[src/rtl/aes_top_pack.sv]
// Shared constants and types for the AES datapath top level.
package aes_top_pack;

  localparam int unsigned REG_SIZE          = 32;
  localparam int unsigned WORD_COUNTER_SIZE = 8;
  localparam int unsigned WORDS_PER_BLK     = 4;
  localparam int unsigned BLK_W             = REG_SIZE * WORDS_PER_BLK;

  // Packer message state: no message open, or a message being packed.
  typedef enum logic [0:0] {
    StIdle,
    StPack
  } pack_state_e;

endpackage

[src/rtl/aes_block_packer.sv]
// Packs a framed word stream into AES-sized blocks with a one-deep output register.
module aes_block_packer
  import aes_top_pack::*;
#(
  parameter int unsigned WORD_W        = aes_top_pack::REG_SIZE,
  parameter int unsigned WORDS_PER_BLK = aes_top_pack::WORDS_PER_BLK,
  localparam int unsigned OUT_W        = WORD_W * WORDS_PER_BLK,
  localparam int unsigned IDX_W        = (WORDS_PER_BLK > 1) ? $clog2(WORDS_PER_BLK) : 1
) (
  input  logic                         clk,
  input  logic                         rst_n,
  input  logic [WORD_W-1:0]            in_data,
  input  logic                         in_valid,
  input  logic                         in_sop,
  input  logic                         in_eop,
  output logic                         in_ready,
  output logic [OUT_W-1:0]             out_block,
  output logic                         out_valid,
  input  logic                         out_ready,
  output logic                         out_last,
  output logic [2:0]                   out_nwords,
  output logic [WORD_COUNTER_SIZE-1:0] blk_cnt,
  output logic                         proto_err
);

  pack_state_e                  state_q, state_d;
  logic [IDX_W-1:0]             idx_q, idx_d;
  logic [OUT_W-1:0]             acc_q, acc_d;
  logic [OUT_W-1:0]             out_block_q, out_block_d;
  logic                         out_valid_q, out_valid_d;
  logic                         out_last_q, out_last_d;
  logic [2:0]                   out_nwords_q, out_nwords_d;
  logic [WORD_COUNTER_SIZE-1:0] blk_cnt_q, blk_cnt_d;
  logic                         perr_q, perr_d;

  logic             accept;
  logic [IDX_W-1:0] widx;
  logic [OUT_W-1:0] merged;

  // The output register can take a new block whenever it is empty or being drained.
  assign in_ready = !out_valid_q || out_ready;
  assign accept   = in_valid && in_ready;

  // Next-state: word placement, block completion, output hand-off and framing errors.
  always_comb begin
    state_d      = state_q;
    idx_d        = idx_q;
    acc_d        = acc_q;
    out_block_d  = out_block_q;
    out_last_d   = out_last_q;
    out_nwords_d = out_nwords_q;
    perr_d       = 1'b0;
    out_valid_d  = out_valid_q && !out_ready;
    blk_cnt_d    = blk_cnt_q;
    if (out_valid_q && out_ready) begin
      blk_cnt_d = blk_cnt_q + 1'b1;
    end

    // A sop word always restarts at position 0 on a clean (zeroed) block.
    widx   = in_sop ? '0 : idx_q;
    merged = in_sop ? '0 : acc_q;
    for (int unsigned i = 0; i < WORDS_PER_BLK; i++) begin
      if (widx == IDX_W'(i)) begin
        merged[OUT_W-1-i*WORD_W -: WORD_W] = in_data;
      end
    end

    if (accept) begin
      if (state_q == StIdle && !in_sop) begin
        // Orphan word outside any message: dropped.
        perr_d = 1'b1;
      end else begin
        perr_d = (state_q == StPack) && in_sop;
        if (widx == IDX_W'(WORDS_PER_BLK - 1) || in_eop) begin
          out_block_d  = merged;
          out_valid_d  = 1'b1;
          out_last_d   = in_eop;
          out_nwords_d = 3'(widx) + 3'd1;
          acc_d        = '0;
          idx_d        = '0;
          state_d      = in_eop ? StIdle : StPack;
        end else begin
          acc_d   = merged;
          idx_d   = widx + 1'b1;
          state_d = StPack;
        end
      end
    end
  end

  // State and output registers.
  always_ff @(posedge clk or negedge rst_n) begin
    if (!rst_n) begin
      state_q      <= StIdle;
      idx_q        <= '0;
      acc_q        <= '0;
      out_block_q  <= '0;
      out_valid_q  <= 1'b0;
      out_last_q   <= 1'b0;
      out_nwords_q <= '0;
      blk_cnt_q    <= '0;
      perr_q       <= 1'b0;
    end else begin
      state_q      <= state_d;
      idx_q        <= idx_d;
      acc_q        <= acc_d;
      out_block_q  <= out_block_d;
      out_valid_q  <= out_valid_d;
      out_last_q   <= out_last_d;
      out_nwords_q <= out_nwords_d;
      blk_cnt_q    <= blk_cnt_d;
      perr_q       <= perr_d;
    end
  end

  assign out_block  = out_block_q;
  assign out_valid  = out_valid_q;
  assign out_last   = out_last_q;
  assign out_nwords = out_nwords_q;
  assign blk_cnt    = blk_cnt_q;
  assign proto_err  = perr_q;

endmodule

[config.mk]
export PLATFORM = sky130hd
export DESIGN_NAME = aes_block_packer
export DESIGN_NICKNAME = d
export VERILOG_FILES = /design/src/rtl/aes_top_pack.sv /design/src/rtl/aes_block_packer.sv
export SDC_FILE = /design/constraint.sdc
export NUM_CORES = 1
export LEC_CHECK = 0
export CORE_AREA = 2 2 182 166
export CTS_CLUSTER_DIAMETER = 60
export DETAILED_ROUTE_END_ITERATION = 10
export DIE_AREA = 0 0 184 168
export SYNTH_ARGS = -nofsm -noshare
export SYNTH_HDL_FRONTEND = slang
export SYNTH_SLANG_ARGS = --single-unit
export TNS_END_PERCENT = 100
[constraint.sdc]
create_clock -name clk -period 1.95 [get_ports clk]
set_input_delay 0.585 -clock clk [delete_from_list [all_inputs] [get_ports clk]]
set_output_delay 0.585 -clock clk [all_outputs]
set_load 0.005 [all_outputs]
==> results.json <==
{
  "period_needed_ps": 1961,
  "row_count": 60,
  "cts_inserted_buffers": 31,
  "clock-sinks": 273,
  "path_clk_slew_ps": 60,
  "post_detailed_routing_wire_length_mm": 33.18,
  "post_synth.cell_area_avg_um2": 14.42,
  "timing_worst_slew_pin_value_ps": 678.8,
  "post_synth_inst_count": 792,
  "rsz_0062_raised_after_global_routing": "true",
  "antenna_diodes": 0,
  "antenna_violating_nets_post_route": 0,
  "synth-seq-cells": 273,
  "drt-initial-drc-count": 510,
  "design.final.nets": 1089,
  "die_area_um2": 30910,
  "wl_per_cell_um": 23.03,
  "critical_path.n_buffers_inverters": 4,
  "timing.critical_path.required_ps": 2440,
  "cts_max_path_buffers": 3,
  "io_pins": 181,
  "worstSetupEndpointType": "flip-flop",
  "timing.critical_path.cells": "nor2b_4 > ha_4 > or2_4 > buf_12 > buf_12 > o311ai_4 > buf_6 > buf_12 > a22o_1",
  "path_class": "reg -> reg",
  "regToRegEndpoint": "acc_q[105]",
  "worst-r2r-setup-slack_ps": -10,
  "post-route-period-util_pct": 100.6,
  "insertion_delay_ps": 550,
  "min-delay-path-class": "in -> async",
  "core_region_area_um2": 29280,
  "worst_setup_path_start_kind": "flip-flop",
  "die_width_um": 184,
  "max-vdd-ir-drop_mv": 0.7414,
  "synth-edff-count": 0,
  "globalplace.congestion": 0.7487,
  "timing.fmax_ghz": 0.5099,
  "crit_top_cell": "sky130_fd_sc_hd__buf_12",
  "grt_max_degree": 63,
  "status": "complete, but fails checks",
  "slew_viol_final": 0,
  "yosysUniqueCellTypes": 33,
  "slack_of_the_critical_path_ps": -11.10,
  "drt-vias-per-instance": 5.531,
  "max-cap-violations": 0,
  "initial_antenna_violation_count": 0,
  "setup_viol_count_final": 14,
  "endpoint": "acc_q[105]",
  "vias_in_the_first_global_route": 8401,
  "synth-main-ff-cell": "sky130_fd_sc_hd__dfrtp_1",
  "grtUsageTotal_pct": 21.44,
  "critPathMaxFanout": 16,
  "drt_drc_violations_left": 0,
  "p_leak_nw": 7.817,
  "grt_first_pass_wirelength_mm": 51.09,
  "detailed_place_hpwl_mm": 19.93,
  "htree_levels": 1,
  "share_of_async_settable_or_async_resettable_flops_after_synthesis_pct": 100.0,
  "violated_checks": "setup timing",
  "drt-pass1-iter-count": 5,
  "worstRegToRegCells": 9,
  "drive_above_1_share_pct": 29.65,
  "critPathTopFamily": "buffers and inverters",
  "synth_seq_area_share_pct": 59.81,
  "timing.critical_path.slowest_cell_delay_ps": 380,
  "initial_utilization_pct": 39.01,
  "headroom_to_the_max_slew_limit_pct": 54.64,
  "critical_path_arrival_ps": 2450,
  "tritoncts": "yes",
  "clock_tree_root": "sky130_fd_sc_hd__clkbuf_16",
  "timing.hold.ws_ps": 476.9,
  "powerDensity_nw_per_um2": 1032,
  "placement.io_buffers": 180,
  "vias": 7970,
  "critical_path_cell_count": 9,
  "yosys_warnings": 0,
  "clock_skew_ps": 10.44,
  "critical_path.reg2reg.startpoint": "idx_q[0]",
  "die_y_um": 168,
  "globalRoute.totalOverflow": 0,
  "synthToLayoutAreaGrowth_pct": 35.69,
  "finalHoldViolCount": 0,
  "post_synth_design_cell_area_um2": 11420,
  "critical-path-slowest-cell": "sky130_fd_sc_hd__dfrtp_1",
  "cp-startpoint": "idx_q[0]",
  "fin_setup_tns_ps": -79.47,
  "synth.net_count": 836
}
==> synth_stat cells (5+ instances only) <==
library cell                 n  area (µm²)
sky130_fd_sc_hd__buf_2      10       50.05
sky130_fd_sc_hd__buf_6      23       259.0
sky130_fd_sc_hd__a22o_1    225        1971
sky130_fd_sc_hd__xnor2_1     6       52.55
sky130_fd_sc_hd__buf_4       5       37.54
sky130_fd_sc_hd__mux2_2    120        1351
sky130_fd_sc_hd__clkbuf_1   31       116.4
sky130_fd_sc_hd__inv_1       7       26.28
sky130_fd_sc_hd__mux2_1      9       101.4
sky130_fd_sc_hd__ha_1        6       75.07
sky130_fd_sc_hd__nor2_1      7       26.28
sky130_fd_sc_hd__dfrtp_1   273        6832
sky130_fd_sc_hd__nand2_1     5       18.77
sky130_fd_sc_hd__and2_1     32       200.2
==> routing by layer <==
metal,wire length (µm),part of all wire (%),GRT usage [%]
met5,0,0,0
met2,15190,46,33.45
met3,1836,5.5,3.699
met1,15380,46,31.07
met4,768,2.3,5.530
==> cell type report <==
| cell class | instances | area [µm²] |
|---|---|---|
| Clock buffer | 38 | 852.1 |
| Multi-Input combinational cell | 445 | 4283 |
| Timing Repair Buffer | 287 | 2840 |
| Clock inverter | 19 | 191.4 |
| Sequential cell | 273 | 6833 |
| Tap cell | 372 | 465.4 |
| Fill cell | 2525 | 13780 |
| Inverter | 7 | 33.78 |
==> flip-flops by register name (all words and copies together) (netlist names) <==
register,count
acc_q,128
out_block,128
blk_cnt,8
out_nwords,3
idx_q,2
out_last,1
out_valid,1
proto_err,1
state_q,1
==> logic make-up (layout without fill, tap and decap cells) <==
family | Yosys count | in the layout | share of synthesized area [%]
AO/OA/AOI/OAI | 237 | 237 | 18.19
XOR/XNOR | 7 | 7 | 0.5368
adder cells (fa/ha/maj) | 6 | 6 | 0.6572
buffers and inverters | 76 | 351 | 4.283
flip-flops | 273 | 273 | 59.81
multiplexers | 130 | 130 | 12.81
AND/OR/NAND/NOR | 63 | 65 | 3.714
==> per-stage QoR <==
stage	total power, W	area, µm²	std cells	util [%]	setup slack, ps
final	0.01600	15500	1441	52.94	-11.10
after global routing	0.01670	15500	1441	52.94	-89.53
after CTS	0.01613	15430	1437	52.72	-35.70
after detailed placement	0.01031	14140	1342	48.31	-973.6
after global placement	0.01026	14140	1342	48.31	-920.0
after floorplan	0.008300	11530	792	-	-278.8
==> cell usage in the layout (no fill, tap or decap), types with 2 or more instances in the layout <==
cell type                           n
sky130_fd_sc_hd__a22o_1           225
sky130_fd_sc_hd__and2_1            32
sky130_fd_sc_hd__buf_12            22
sky130_fd_sc_hd__buf_4             69
sky130_fd_sc_hd__buf_6              7
sky130_fd_sc_hd__buf_8              5
sky130_fd_sc_hd__bufinv_16          3
sky130_fd_sc_hd__clkbuf_1           2
sky130_fd_sc_hd__clkbuf_16         33
sky130_fd_sc_hd__clkbuf_8           5
sky130_fd_sc_hd__clkdlybuf4s50_1   34
sky130_fd_sc_hd__clkinv_2          13
sky130_fd_sc_hd__dfrtp_1          272
sky130_fd_sc_hd__dlygate4sd2_1    143
sky130_fd_sc_hd__ha_1               2
sky130_fd_sc_hd__ha_4               3
sky130_fd_sc_hd__inv_1              5
sky130_fd_sc_hd__inv_6              2
sky130_fd_sc_hd__mux2_2           120
sky130_fd_sc_hd__mux2_4             8
sky130_fd_sc_hd__nand2_1            4
sky130_fd_sc_hd__nand3_1            4
sky130_fd_sc_hd__nand4_1            2
sky130_fd_sc_hd__nor2_1             3
sky130_fd_sc_hd__nor2_4             6
sky130_fd_sc_hd__nor2b_4            2
sky130_fd_sc_hd__nor3b_1            2
sky130_fd_sc_hd__nor4b_4            3
sky130_fd_sc_hd__o21ai_0            2
sky130_fd_sc_hd__o311ai_4           3
sky130_fd_sc_hd__o41ai_1            2
sky130_fd_sc_hd__xnor2_1            6
==> where the power goes <==
part / switching (W) / internal [W] / leakage (nW) / total (W)
Sequential: 0.000452 / 0.00638 / 3.68 / 0.00683
Clock: 0.00236 / 0.00351 / 0.531 / 0.00587
Combinational: 0.00148 / 0.00182 / 3.61 / 0.00330
Total: 0.00429 / 0.0117 / 7.82 / 0.0160
==> how the worst min path moves through the flow <==
stage,start,endpoint,slack [ps]
floorplan,rst_n,acc_q[0],290
global placement,rst_n,out_block[103],460
detailed placement,rst_n,out_block[103],450
CTS,rst_n,acc_q[70],470
global route,rst_n,out_block[103],480
finish,rst_n,out_block[103],480
==> what timing repair did <==
item | CTS | global route
cloned | 6 | 3
hold endpoints to repair | 20 | 0
buffers inserted | 31 | 3
gates resized for setup | 162 | 10
endpoints found under the setup margin | 399 | 130
pin swaps | 12 | 5
hold buffers | 1 | 0
Note: power is estimated with default switching activity, not from simulation.
